--- src/rtl/cla_pipe_adder.sv ---
// -----------------------------------------------------------------------------
// cla_pipe_adder
//   Pipelined carry-look-ahead adder/subtractor. Operands are split into 4-bit
//   look-ahead groups and one group is resolved per pipeline stage, with the
//   group carry registered between stages. A single global advance enable gives
//   one result per clock with full backpressure.
//
// Parameters
//   WIDTH      operand width, a multiple of 4 and at least 4 (GROUPS = WIDTH/4)
//
// Ports
//   clk        clock, all state updates on the rising edge
//   rst        synchronous active-high reset
//   in_valid   operand beat present
//   in_ready   block can accept a beat this cycle (= advance enable)
//   a, b       operands (unsigned or two's complement)
//   cin        carry-in, used only when sub=0
//   sub        0: a + b + cin   1: a - b (a + ~b + 1)
//   out_valid  result beat present
//   out_ready  downstream accepts the result
//   sum        result modulo 2^WIDTH
//   cout       carry out of the MSB (in sub mode: 1 = no borrow)
//   ovf        signed overflow (carry into MSB xor carry out)
// -----------------------------------------------------------------------------
module cla_pipe_adder #(
  parameter int WIDTH = 16
) (
  input  logic             clk,
  input  logic             rst,
  input  logic             in_valid,
  output logic             in_ready,
  input  logic [WIDTH-1:0] a,
  input  logic [WIDTH-1:0] b,
  input  logic             cin,
  input  logic             sub,
  output logic             out_valid,
  input  logic             out_ready,
  output logic [WIDTH-1:0] sum,
  output logic             cout,
  output logic             ovf
);

  localparam int GROUPS = WIDTH / 4;

  typedef struct packed {
    logic [3:0] s;   // group sum
    logic       c3;  // carry into the group MSB
    logic       c4;  // carry out of the group
  } grp_t;

  // Classic 4-bit look-ahead: every carry is a flat sum-of-products of p, g
  // and the group carry-in, so nothing ripples inside the group.
  function automatic grp_t cla4(input logic [3:0] x, input logic [3:0] y,
                                input logic c0);
    logic [3:0] p;
    logic [3:0] g;
    logic       c1, c2, c3, c4;
    grp_t       res;
    p  = x ^ y;
    g  = x & y;
    c1 = g[0] | (p[0] & c0);
    c2 = g[1] | (p[1] & g[0]) | (p[1] & p[0] & c0);
    c3 = g[2] | (p[2] & g[1]) | (p[2] & p[1] & g[0]) | (p[2] & p[1] & p[0] & c0);
    c4 = g[3] | (p[3] & g[2]) | (p[3] & p[2] & g[1]) | (p[3] & p[2] & p[1] & g[0])
       | (p[3] & p[2] & p[1] & p[0] & c0);
    res.s  = p ^ {c3, c2, c1, c0};
    res.c3 = c3;
    res.c4 = c4;
    return res;
  endfunction

  // Pipeline registers, one entry per stage. The last stage keeps its result
  // in the dedicated output registers below instead of r_sum/r_carry.
  logic             r_valid [GROUPS];
  logic             r_carry [GROUPS];
  logic [WIDTH-1:0] r_sum   [GROUPS];
  logic [WIDTH-1:0] r_a     [GROUPS];
  logic [WIDTH-1:0] r_b     [GROUPS];
  logic [WIDTH-1:0] r_out_sum;
  logic             r_cout;
  logic             r_ovf;

  // Per-stage inputs (from the ports for stage 0, from the previous stage
  // otherwise) and per-stage next values.
  logic             w_adv;
  logic [WIDTH-1:0] w_b_eff;
  logic             w_c0;
  logic             w_src_v   [GROUPS];
  logic             w_src_c   [GROUPS];
  logic [WIDTH-1:0] w_src_a   [GROUPS];
  logic [WIDTH-1:0] w_src_b   [GROUPS];
  logic [WIDTH-1:0] w_src_sum [GROUPS];
  grp_t             w_grp     [GROUPS];
  logic [WIDTH-1:0] w_nxt_sum [GROUPS];

  // One enable moves the whole pipeline; a stalled output stalls every stage.
  assign w_adv     = ~r_valid[GROUPS-1] | out_ready;
  assign in_ready  = w_adv;
  assign out_valid = r_valid[GROUPS-1];
  assign sum       = r_out_sum;
  assign cout      = r_cout;
  assign ovf       = r_ovf;

  // Subtraction is a + ~b + 1: invert b and force the carry-in.
  assign w_b_eff = b ^ {WIDTH{sub}};
  assign w_c0    = sub ? 1'b1 : cin;

  always_comb begin
    // NOTE: every combinational output is assigned on every path (stage 0
    // explicitly, the rest in full loops); a missed path would infer a latch.
    w_src_v[0]   = in_valid;
    w_src_c[0]   = w_c0;
    w_src_a[0]   = a;
    w_src_b[0]   = w_b_eff;
    w_src_sum[0] = '0;
    for (int k = 1; k < GROUPS; k++) begin
      w_src_v[k]   = r_valid[k-1];
      w_src_c[k]   = r_carry[k-1];
      w_src_a[k]   = r_a[k-1];
      w_src_b[k]   = r_b[k-1];
      w_src_sum[k] = r_sum[k-1];
    end
    for (int k = 0; k < GROUPS; k++) begin
      w_grp[k]                = cla4(w_src_a[k][4*k +: 4], w_src_b[k][4*k +: 4],
                                     w_src_c[k]);
      w_nxt_sum[k]            = w_src_sum[k];
      w_nxt_sum[k][4*k +: 4]  = w_grp[k].s;
    end
  end

  // Control and output registers: these carry reset.
  always_ff @(posedge clk) begin
    // NOTE: sequential state uses non-blocking assignments so every register
    // samples the pre-edge values regardless of statement order.
    if (rst) begin
      for (int k = 0; k < GROUPS; k++) r_valid[k] <= 1'b0;
      r_out_sum <= '0;
      r_cout    <= 1'b0;
      r_ovf     <= 1'b0;
    end else if (w_adv) begin
      for (int k = 0; k < GROUPS; k++) r_valid[k] <= w_src_v[k];
      // Outputs only change when a real beat lands, so they stay stable
      // across bubbles.
      if (w_src_v[GROUPS-1]) begin
        r_out_sum <= w_nxt_sum[GROUPS-1];
        r_cout    <= w_grp[GROUPS-1].c4;
        r_ovf     <= w_grp[GROUPS-1].c3 ^ w_grp[GROUPS-1].c4;
      end
    end
  end

  // Intermediate datapath registers.
  // NOTE: no reset here on purpose; their contents are qualified by r_valid,
  // so resetting them would only cost reset fan-out.
  always_ff @(posedge clk) begin
    if (w_adv) begin
      for (int k = 0; k < GROUPS; k++) begin
        r_carry[k] <= w_grp[k].c4;
        r_sum[k]   <= w_nxt_sum[k];
        r_a[k]     <= w_src_a[k];
        r_b[k]     <= w_src_b[k];
      end
    end
  end

endmodule

--- config.mk ---
export PLATFORM = sky130hd
export DESIGN_NAME = cla_pipe_adder
export DESIGN_NICKNAME = d
export VERILOG_FILES = /design/src/rtl/cla_pipe_adder.sv
export SDC_FILE = /design/constraint.sdc
export NUM_CORES = 1
export LEC_CHECK = 0
export ABC_AREA = 1
export CAP_MARGIN = 15
export CORE_MARGIN = 3
export CORE_UTILIZATION = 55
export DETAILED_ROUTE_END_ITERATION = 8
export GPL_TIMING_DRIVEN = 0
export HOLD_SLACK_MARGIN = 0.15
export PLACE_DENSITY = 0.84
export SYNTH_ARGS = -nofsm -noshare
export SYNTH_HDL_FRONTEND = slang
export SYNTH_SLANG_ARGS = --single-unit
export TNS_END_PERCENT = 30
--- constraint.sdc ---
create_clock -name clk -period 3.9 [get_ports clk]
set_clock_uncertainty 0.1 [all_clocks]
set_input_delay 0.39 -clock clk [delete_from_list [all_inputs] [get_ports clk]]
set_output_delay 0.39 -clock clk [all_outputs]
set_load 0.01 [all_outputs]
## After elaboration in Yosys (flattened, before gate mapping)

Memory sizes are Yosys's and may differ from the RTL's.
Index checks and enable logic that the tools add are counted.

| operators by class | value |
|---|---|
| muxes and demuxes | 11 |
| bitwise logic cells | 124 |
| reductions and logical operators | 1 |

Operators with widths:

| operator | number |
|---|---|
| AND 1 bit | 64 |
| OR 1 bit | 45 |
| bitwise XOR 4 bit | 8 |
| AND 4 bit | 4 |
| bitwise XOR 16 bit | 1 |
| 2-to-1 mux 1 bit | 11 |
| AND reduction 2 bit | 1 |
| inverter 1 bit | 1 |
| bitwise XOR 1 bit | 1 |

| storage, ports and cells | value |
|---|---|
| register bits after elaboration | 18 |
| bits in writable memories | 200 |
| input port bits | 38 |
| output and inout bits | 20 |
| logic and storage cells | 144 |
| memories | 5 |

Memory list:

| name | depth | width | read ports | clocked after Yosys merged registers in | write ports | RTL line | source |
|---|---|---|---|---|---|---|---|
| r_a | 4 | 16 | 3 | 0 | 4 | 77 | `logic [WIDTH-1:0] r_a [GROUPS];` |
| r_b | 4 | 16 | 3 | 0 | 4 | 78 | `logic [WIDTH-1:0] r_b [GROUPS];` |
| r_sum | 4 | 16 | 3 | 0 | 4 | 76 | `logic [WIDTH-1:0] r_sum [GROUPS];` |
| r_carry | 4 | 1 | 3 | 0 | 4 | 75 | `logic r_carry [GROUPS];` |
| r_valid | 4 | 1 | 4 | 0 | 4 | 74 | `logic r_valid [GROUPS];` |

## Logic depth before layout (Yosys ltp)

Gate-level depths: netlist of run 1.
An unclocked memory read counts as a cell.

| logic depth | value |
|---|---|
| depth in word-level cells | 8 |
| mapped depth | 10 |

## Least setup slack after synthesis of run 1

OpenSTA, ideal clock, no wires.

| timing path | value |
|---|---|
| path type | reg2reg |
| from | memory r_valid[3][0], in the netlist r_valid[0][3] |
| to | register r_out_sum[15], in the netlist sum[15] |
| setup time | 0.117 ns |
| data arrival time | 1.983 ns |
| required time | 3.683 ns |
| setup slack | 1.700 ns |
| stages on the path, launching flop included | 8 |
| period minus slack after synthesis | 2.200 ns |
| path through | edfxtp_1 > nand2_2 > nand2_4 > inv_2 > buf_6 > nand2_1 > nor2_1 > nor2_1 |

RTL lines:

| item | RTL line | source |
|---|---|---|
| start: declaration | 74 |  |
| end signal: assignment | 145 | `r_out_sum <= w_nxt_sum[GROUPS-1];` |
| end: declaration | 79 | `logic [WIDTH-1:0] r_out_sum;` |

## Worst setup path in the final report of run 1

| timing path | value |
|---|---|
| from | input port out_ready |
| to | output port in_ready |

| between the ends | value |
|---|---|
| longest elaborated chain between the ends | 1 |

Ends and longest elaborated chain:

| item | RTL line | source |
|---|---|---|
| start: declaration | 37 | `input logic out_ready,` |
| OR 1 bit | 97 | `assign w_adv = ~r_valid[GROUPS-1] \| out_ready;` |
| end: declaration | 31 | `output logic in_ready,` |

Every way passes these cells.

==> metrics.csv, run 1 <==
metric,value,unit
TritonRoute pass-1 iters,4,
CP Capture Type,output port,
largest cells by area after synthesis,"edfxtp_1, dfxtp_1, ha_1",
outcome,"complete, no violations",
Period minus WS final,2.440,ns
vias in the first global route,2195,
first-pass GRT wire length,9618,µm
dpl cell area,4667,µm²
crit-path cells,clkdlybuf4s50_1 > inv_1 > nand2_4 > buf_16 > clkdlybuf4s50_1,
Worst Setup SP,out_ready,
CP bufs+invs,4,
"most common cell after layout, fill and taps aside",edfxtp_1,
Worst Hold Class,input port to flop,
"commonest non-fill, non-tap cells in the layout","edfxtp_1, clkdlybuf4s50_1, nor2_1, inv_1, xor2_1",
CP top delay family,buffers and inverters,
Worst Hold End,r_b[0][5]$_DFFE_PN_,
"Hold Violations, Final",0,
GRT Util Overall,15.17,%
pre-CTS WS,1.445,ns
post-synth top area share,60.00,%
core area,6869,µm²
IO Count,58,
Max-slew headroom,75.55,%
Max Buffers Root-to-Sink,2,
Leak Pwr,1.971,nW
Hold Path Stages,2,
number of CTS-inserted buffers,9,
Post-route DRC,0,
WS Path Type,input port to output port,
Cells after Synth,289,
Hold Path Origin,sub,
total detailed-routing wirelength,5876,µm
vias,2200,
"Top cell by count, worst path",clkdlybuf4s50_1,
Final ANT Viol Nets,0,
share of layout cells above drive strength 1,9.669,%
worst setup slack after layout,1.460,ns
fillcell total,467,
die area,8242,µm²
post-route design area,4845,µm²
post-CTS setup buffers,0,
hold_buf cts,0,
Iter 0 DRT Violations,131,
f_max,409.8,MHz
crit share post-route,62.57,%
Die Y,90.79,µm
worst r2r src,r_valid[0][3]$_DFFE_PP_,
GPL Wtd Cong,0.8301,
P&R area growth vs syn,22.53,%
RSZ-0062 raised after global routing,false,
TritonCTS clock tree,yes,
Clock Sink Count,97,
"Slew Viols, Final",0,
R2R Setup Slk,2.21,ns
ant diodes,0,
Reg-to-Reg End,sum[2]$_SDFFE_PP0P_,
worst r2r path cells,6,
post_cts resized,0,
largest area contributor in the netlist,edfxtp_1,
CP max stage cell,clkdlybuf4s50_1,
"FF+latch count, synth",97,
starting density of the core,57.56,%
Total Power,2.241,mW
Root Driver,clkbuf_8,
Final nets,417,
port bufs,56,
Synth Cell Area,3954,µm²
register area share after synthesis,69.11,%
syn avg cell area,13.68,µm²
routed vias/inst,4.803,
clock-pin transition on the worst setup and hold timing paths,0.09,ns
Slowest Stage Delay on Critical Path,0.61,ns
post-route setup TNS,0,ns
PwrDens,462.6,nW/µm²
Detail Placement HPWL,4238,µm
maxcap violations,0,
WL/cell,12.83,µm
H-tree level count,3,
CP Max Fanout,78,
pin count of the biggest net entering global routing,79,
clk_lat worst skew,0.35,ns
row count,30,
Critical Path AT,1.95,ns
count of final setup violators,0,
Yosys cell types,30,
worst slew pin tran,0.3667,ns
Mapped Nets,349,
crit path launch type,input port,
Peak VDD IR,0.1966,mV
YS warnings,0,
"Req. time, crit path",3.41,ns
Die X,90.79,µm
post-layout util,70.53,%
global route overflow,0,
antenna violations before repair,0,
## cells by family after synthesis
family / synth area share [%]
adders and majority gates: 7.722
AOI/OAI and AO/OA: 4.272
and+or+nand+nor: 9.241
buffers and inverters: 4.114
xor gates and xnor gates: 5.538
DFF: 69.11
## through the flow
stage          hold WS [ns]  instances
4_1_cts              0.2783        458
6_report             0.2953        458
3_3_place_gp         0.3009        441
2_1_floorplan        0.3003        289
5_1_grt              0.2802        458
3_5_place_dp         0.3045        442
## flip-flops by register name (all words and copies together), names as in the netlist
signal	count
r_a	24
cout	1
sum	16
r_b	24
ovf	1
r_sum	24
r_carry	3
r_valid	4
## area by class of cell
cell class	count	area [µm²]	share of cell area, %
Sequential cell	97	2733	56.40
Clock buffer	9	123.9	2.557
Inverter	25	93.84	1.937
Buffer	8	68.82	1.420
Timing Repair Buffer	57	588.1	12.14
Multi-Input combinational cell	159	1064	21.95
Clock inverter	7	53.80	1.111
Tap cell	96	120.1	2.479
## worst max-delay path by stage
stage	slack (ns)	cells after the start	endpoint
6_report	1.46	5	in_ready
5_1_grt	1.40	5	in_ready
4_1_cts	1.44	5	in_ready
3_5_place_dp	1.44	5	in_ready
3_3_place_gp	0.51	4	in_ready
2_1_floorplan	1.70	7	sum[15]$_SDFFE_PP0P_
## power by group
group / internal [mW] / switching, mW / total [mW]
Sequential: 1.30 / 0.0502 / 1.35
Combinational: 0.154 / 0.160 / 0.314
Clock: 0.237 / 0.337 / 0.575
## worst register-to-register path, cell delays in order, from the launching register on
cell and delay (ns):
edfxtp_1 0.46, nand2_4 0.12, buf_16 0.30, nand2_4 0.13, clkbuf_2 0.19, o21ai_0 0.21, nor2_1 0.07
## Yosys cell counts, drive strengths merged
master,number
nor2,40
inv,25
xnor2,2
a21oi,9
ha,18
dfxtp,18
clkbuf,2
nand2,24
nand4,2
o21bai,2
buf,6
o211ai,1
or2,1
a21o,1
nand3b,1
edfxtp,79
a31oi,1
xor2,23
fa,4
o21ai,16
nand3,14
## routing by layer
layer	up-vias	wire length, µm	global-route usage [%]	share of wire (%)
li1	1128	-	-	-
met1	968	2432	15.67	41
met2	89	3020	27.05	51
met3	15	275	3.500	4.7
met4	0	147	10.43	2.5
met5	-	0	0	0
Note: power is estimated with default switching activity, not from simulation.
==> inputs of run 2 (changes only) <==
- CORE_UTILIZATION: 55 -> 54
- PLACE_DENSITY: 0.84 -> 0.82
- clock period: 3.9 -> 2.4 ns (I/O delays scaled with it)
==> metrics.csv, run 2 (synthesis gave the netlist of run 1 again) <==
metric,value,unit,change
clk_lat worst skew,0.35,ns,about the same
outcome,"complete, no violations",,unchanged
TritonCTS clock tree,yes,,unchanged
Critical Path AT,1.89,ns,was 1.95 ns
"most common cell after layout, fill and taps aside",edfxtp_1,,unchanged
row count,30,,unchanged
Post-route DRC,0,,unchanged
"Slew Viols, Final",0,,unchanged
clock-pin transition on the worst setup and hold timing paths,0.09,ns,about the same
PwrDens,784.2,nW/µm²,was 462.6 nW/µm²
RSZ-0062 raised after global routing,false,,unchanged
total detailed-routing wirelength,5874,µm,was 5876 µm
H-tree level count,3,,unchanged
CP Capture Type,output port,,unchanged
share of layout cells above drive strength 1,9.642,%,was 9.669%
number of CTS-inserted buffers,9,,unchanged
"Req. time, crit path",2.06,ns,was 3.41 ns
count of final setup violators,0,,unchanged
GPL Wtd Cong,0.8163,,was 0.8301
Period minus WS final,2.233,ns,
vias,2223,,"was 2,200"
WL/cell,12.80,µm,was 12.83 µm
Die Y,91.57,µm,was 90.79 µm
Max Buffers Root-to-Sink,2,,unchanged
"commonest non-fill, non-tap cells in the layout","edfxtp_1, clkdlybuf4s50_1, nor2_1, inv_1, xor2_1",,unchanged
maxcap violations,0,,unchanged
crit share post-route,93.02,%,
crit path launch type,flop,,was input port
Peak VDD IR,0.3753,mV,was 0.1966 mV
core area,6944,µm²,was 6869 µm²
Total Power,3.848,mW,was 2.241 mW
f_max,447.9,MHz,
ant diodes,0,,unchanged
pin count of the biggest net entering global routing,79,,unchanged
Iter 0 DRT Violations,141,,was 131
Final nets,418,,was 417
worst r2r path cells,6,,unchanged
Final ANT Viol Nets,0,,unchanged
CP Max Fanout,78,,unchanged
biggest regs,"r_a x24, r_b x24, r_sum x24",,unchanged
die area,8384,µm²,was 8242 µm²
first-pass GRT wire length,9839,µm,was 9618 µm
TritonRoute pass-1 iters,4,,unchanged
pre-CTS WS,0.2226,ns,was 1.445 ns
Root Driver,clkbuf_8,,unchanged
WS Path Type,flop to output port,,was input port to output port
worst setup slack after layout,0.1674,ns,was 1.460 ns
"Hold Violations, Final",0,,unchanged
Worst Hold End,r_a[2][15]$_DFFE_PN_,,was r_b[0][5]$_DFFE_PN_
worst slew pin tran,0.3681,ns,was 0.3667 ns
port bufs,56,,unchanged
worst r2r src,r_valid[0][3]$_DFFE_PP_,,unchanged
vias in the first global route,2210,,"was 2,195"
Reg-to-Reg End,sum[2]$_SDFFE_PP0P_,,unchanged
starting density of the core,56.94,%,was 57.56%
Max-slew headroom,75.46,%,was 75.55%
Hold WS,0.3162,ns,was 0.2953 ns
Leak Pwr,2.005,nW,was 1.971 nW
Detail Placement HPWL,4124,µm,was 4238 µm
GRT Util Overall,14.92,%,was 15.17%
IO Count,58,,unchanged
Hold Path Origin,r_a[1][15]$_DFFE_PN_,,was sub
Hold Path Stages,0,,was 2
R2R Setup Slk,0.71,ns,was 2.21 ns
Die X,91.57,µm,was 90.79 µm
P&R area growth vs syn,24.11,%,was 22.53%
antenna violations before repair,0,,unchanged
Clock Sink Count,97,,unchanged
global route overflow,0,,unchanged
Worst Hold Class,flop to flop,,was input port to flop
routed vias/inst,4.843,,was 4.803
## run 2: repair_timing
item                                   CTS  global route
hold buffers                             1             0
setup buffers                            0             0
endpoints found under the hold margin    1             0
resized for setup                        0             0
## run 2: metrics by stage
| stage | setup TNS (ns) | instances | area, µm² | utilization (%) |
|---|---|---|---|---|
| final | 0 | 459 | 4907 | 70.67 |
| after global routing | 0 | 459 | 4907 | 70.67 |
| after CTS | 0 | 459 | 4907 | 70.67 |
| after detailed placement | 0 | 442 | 4667 | 67.21 |
| after global placement | -17.92 | 441 | 4634 | 66.74 |
| after floorplan | 0 | 289 | 3954 | - |
## run 2: worst max-delay path, cell delays in order, from the launching register on
cell and delay, ns:
edfxtp_1 0.46, nand2_4 0.12, buf_16 0.32, clkdlybuf4s50_1 0.61
## run 2: final cells by class
class	instances	area, µm²
Clock buffer	11	173.9
Multi-Input combinational cell	159	1064
Timing Repair Buffer	58	598.1
Buffer	8	68.82
Inverter	25	93.84
Sequential cell	97	2733
Fill cell	452	2037
Tap cell	96	120.1
Clock inverter	5	56.30
## run 2: report_power, final
group / leakage [nW] / switching (mW) / internal [mW]
clock network: 0.120 / 0.531 / 0.609
registers: 0.988 / 0.0830 / 2.12
logic: 0.896 / 0.257 / 0.252
total: 2.00 / 0.871 / 2.98
## run 2: how the worst max path moves through the flow
stage                            startpoint                    to  slack, ns  depth (start not counted)
floorplan           r_valid[0][3]$_DFFE_PP_  sum[15]$_SDFFE_PP0P_       0.20                          7
global placement                  out_ready              in_ready      -0.72                          4
detailed placement                out_ready              in_ready       0.22                          5
CTS                 r_valid[0][3]$_DFFE_PP_              in_ready       0.16                          3
global route        r_valid[0][3]$_DFFE_PP_              in_ready       0.07                          3
finish              r_valid[0][3]$_DFFE_PP_              in_ready       0.17                          3
## run 2: per-layer routing
| metal | vias up | track usage (%) | wire length, µm |
|---|---|---|---|
| met3 | 7 | 4.391 | 302 |
| met4 | 0 | 7.161 | 83 |
| li1 | 1126 | - | - |
| met2 | 64 | 23.92 | 2961 |
| met1 | 1026 | 18.50 | 2526 |
| met5 | - | 0 | 0 |
==> inputs of run 3 (changes only) <==
- CORE_UTILIZATION: 54 -> 55
- DONT_BUFFER_PORTS: default -> 1
- PLACE_DENSITY: 0.82 -> 0.73
- SKIP_CTS_REPAIR_TIMING: default -> 1
==> metrics.csv, run 3 (synthesis gave the netlist of run 1 again) <==
metric,value,unit,change
outcome,"complete, no violations",,unchanged
GRT Util Overall,13.14,%,was 14.92%
fillcell total,499,,was 452
CP Capture Type,output port,,unchanged
maxcap violations,0,,unchanged
crit-path cells,nand2_4 > buf_16,,was nand2_4 > buf_16 > clkdlybuf4s50_1
CP bufs+invs,1,,was 2
H-tree level count,3,,unchanged
R2R Setup Slk,0.78,ns,was 0.71 ns
first-pass GRT wire length,8424,µm,was 9839 µm
WS Path Type,flop to output port,,unchanged
Clock Sink Count,97,,unchanged
core area,6869,µm²,was 6944 µm²
Worst Hold Class,input port to flop,,was flop to flop
placed cell count,386,,was 442
worst slew pin tran,0.3630,ns,was 0.3681 ns
f_max,591.1,MHz,was 447.9 MHz
P&R area growth vs syn,17.22,%,was 24.11%
Peak VDD IR,0.3293,mV,was 0.3753 mV
Leak Pwr,1.907,nW,was 2.005 nW
CP top delay family,flip-flops,,was buffers and inverters
vias,2041,,"was 2,223"
Die Y,90.79,µm,was 91.57 µm
die area,8242,µm²,was 8384 µm²
vias in the first global route,1847,,"was 2,210"
"Hold Violations, Final",0,,unchanged
crit path launch type,flop,,unchanged
Die X,90.79,µm,was 91.57 µm
antenna violations before repair,0,,unchanged
total detailed-routing wirelength,5379,µm,was 5874 µm
crit share post-route,70.49,%,was 93.02%
Hold WS,0.1624,ns,was 0.3162 ns
Post-route DRC,0,,unchanged
Detail Placement HPWL,3592,µm,was 4124 µm
"Req. time, crit path",2.06,ns,about the same
TritonRoute pass-1 iters,4,,unchanged
TritonCTS clock tree,yes,,unchanged
pin count of the biggest net entering global routing,78,,was 79
share of layout cells above drive strength 1,9.792,%,was 9.642%
WL/cell,12.42,µm,was 12.80 µm
post-route setup TNS,0,ns,unchanged
routed vias/inst,4.714,,was 4.843
"commonest non-fill, non-tap cells in the layout","edfxtp_1, nor2_1, dlygate4sd3_1, inv_1, xor2_1",,"was edfxtp_1, clkdlybuf4s50_1, nor2_1, inv_1, xor2_1"
Multi-input gate area,1064,µm²,unchanged
clk_lat worst skew,0.35,ns,about the same
clock-pin transition on the worst setup and hold timing paths,0.09,ns,about the same
"Slew Viols, Final",0,,unchanged
row count,30,,unchanged
"most common cell after layout, fill and taps aside",edfxtp_1,,unchanged
Final nets,392,,was 418
ant diodes,0,,unchanged
starting density of the core,57.56,%,was 56.94%
Max Buffers Root-to-Sink,2,,unchanged
port bufs,0,,was 56
Final ANT Viol Nets,0,,unchanged
CP max stage cell,edfxtp_1,,was clkdlybuf4s50_1
CP Max Fanout,77,,was 78
FF/Latch Area,2733,µm²,unchanged
Period minus WS final,1.692,ns,was 2.233 ns
post-route non-filler standard cell count,433,,was 459
number of CTS-inserted buffers,9,,unchanged
biggest regs,"r_a x24, r_b x24, r_sum x24",,unchanged
count of final setup violators,0,,unchanged
Slowest Stage Delay on Critical Path,0.51,ns,was 0.61 ns
Critical Path AT,1.35,ns,was 1.89 ns
PwrDens,809.6,nW/µm²,was 784.2 nW/µm²
Iter 0 DRT Violations,90,,was 141
RSZ-0062 raised after global routing,false,,unchanged
IO Count,58,,unchanged
Root Driver,clkbuf_8,,unchanged
global route overflow,0,,unchanged
Max-slew headroom,75.80,%,was 75.46%
GPL Wtd Cong,0.8111,,was 0.8163
==> run 3: cell count changes in the layout (fill, tap and decap cells not counted) <==
| cell | delta |
|---|---|
| bufinv_16 | +1 |
| clkbuf_16 | -2 |
| clkdlybuf4s50_1 | -56 |
| clkinv_1 | +2 |
| clkinv_2 | -1 |
| clkinv_4 | +1 |
| dlygate4sd3_1 | +30 |
| inv_4 | -2 |
| inv_6 | +1 |
==> run 3: report_power, final <==
group | switching [mW] | internal (mW) | total, mW
Sequential | 0.0883 | 2.12 | 2.20
Combinational | 0.230 | 0.207 | 0.437
Clock | 0.524 | 0.587 | 1.11
==> run 3: final cells by class <==
cell class | instances | share of cell area [%]
clock inverter | 7 | 2.025
multi-input combinational | 159 | 22.95
sequential | 97 | 58.96
buffer | 8 | 1.485
timing repair buffer | 32 | 7.289
tap | 96 | 2.592
inverter | 25 | 2.025
clock buffer | 9 | 2.673
==> run 3: worst reg2reg max path, cell delays in order, from the launching register on <==
cell      delay, ns
edfxtp_1       0.40
ha_1           0.35
a21oi_1        0.17
nand2_1        0.11
a21oi_2        0.16
xor2_1         0.08
==> run 3: final timing paths <==
kind                                         startpoint                 endpoint  depth (start not counted)
worst min-delay path                          out_ready  r_valid[0][3]$_DFFE_PP_                          2
worst max register to register      r_b[0][5]$_DFFE_PN_    r_sum[1][7]$_DFFE_PN_                          5
worst min register to register    r_sum[0][2]$_DFFE_PN_    r_sum[1][2]$_DFFE_PN_                          0
worst max-delay path            r_valid[0][3]$_DFFE_PP_                 in_ready                          2
==> run 3: through the flow <==
stage | area, µm² | setup WS (ns) | power, mW | util [%]
after global placement | 4074 | -0.1986 | 2.610 | 59.31
after floorplan | 3954 | 0.2001 | 2.542 | -
after detailed placement | 4106 | 0.3704 | 2.637 | 59.78
final | 4634 | 0.7083 | 3.752 | 67.47
after CTS | 4324 | 0.6887 | 3.737 | 62.95
after global routing | 4634 | 0.6290 | 3.953 | 67.47
==> run 3: per-layer routing <==
metal	GRT usage, %	wire, µm	vias to the layer above
met5	0	0	-
met4	5.528	90	0
met3	6.417	326	6
met2	20.26	2472	54
met1	15.75	2490	906
li1	-	-	1075
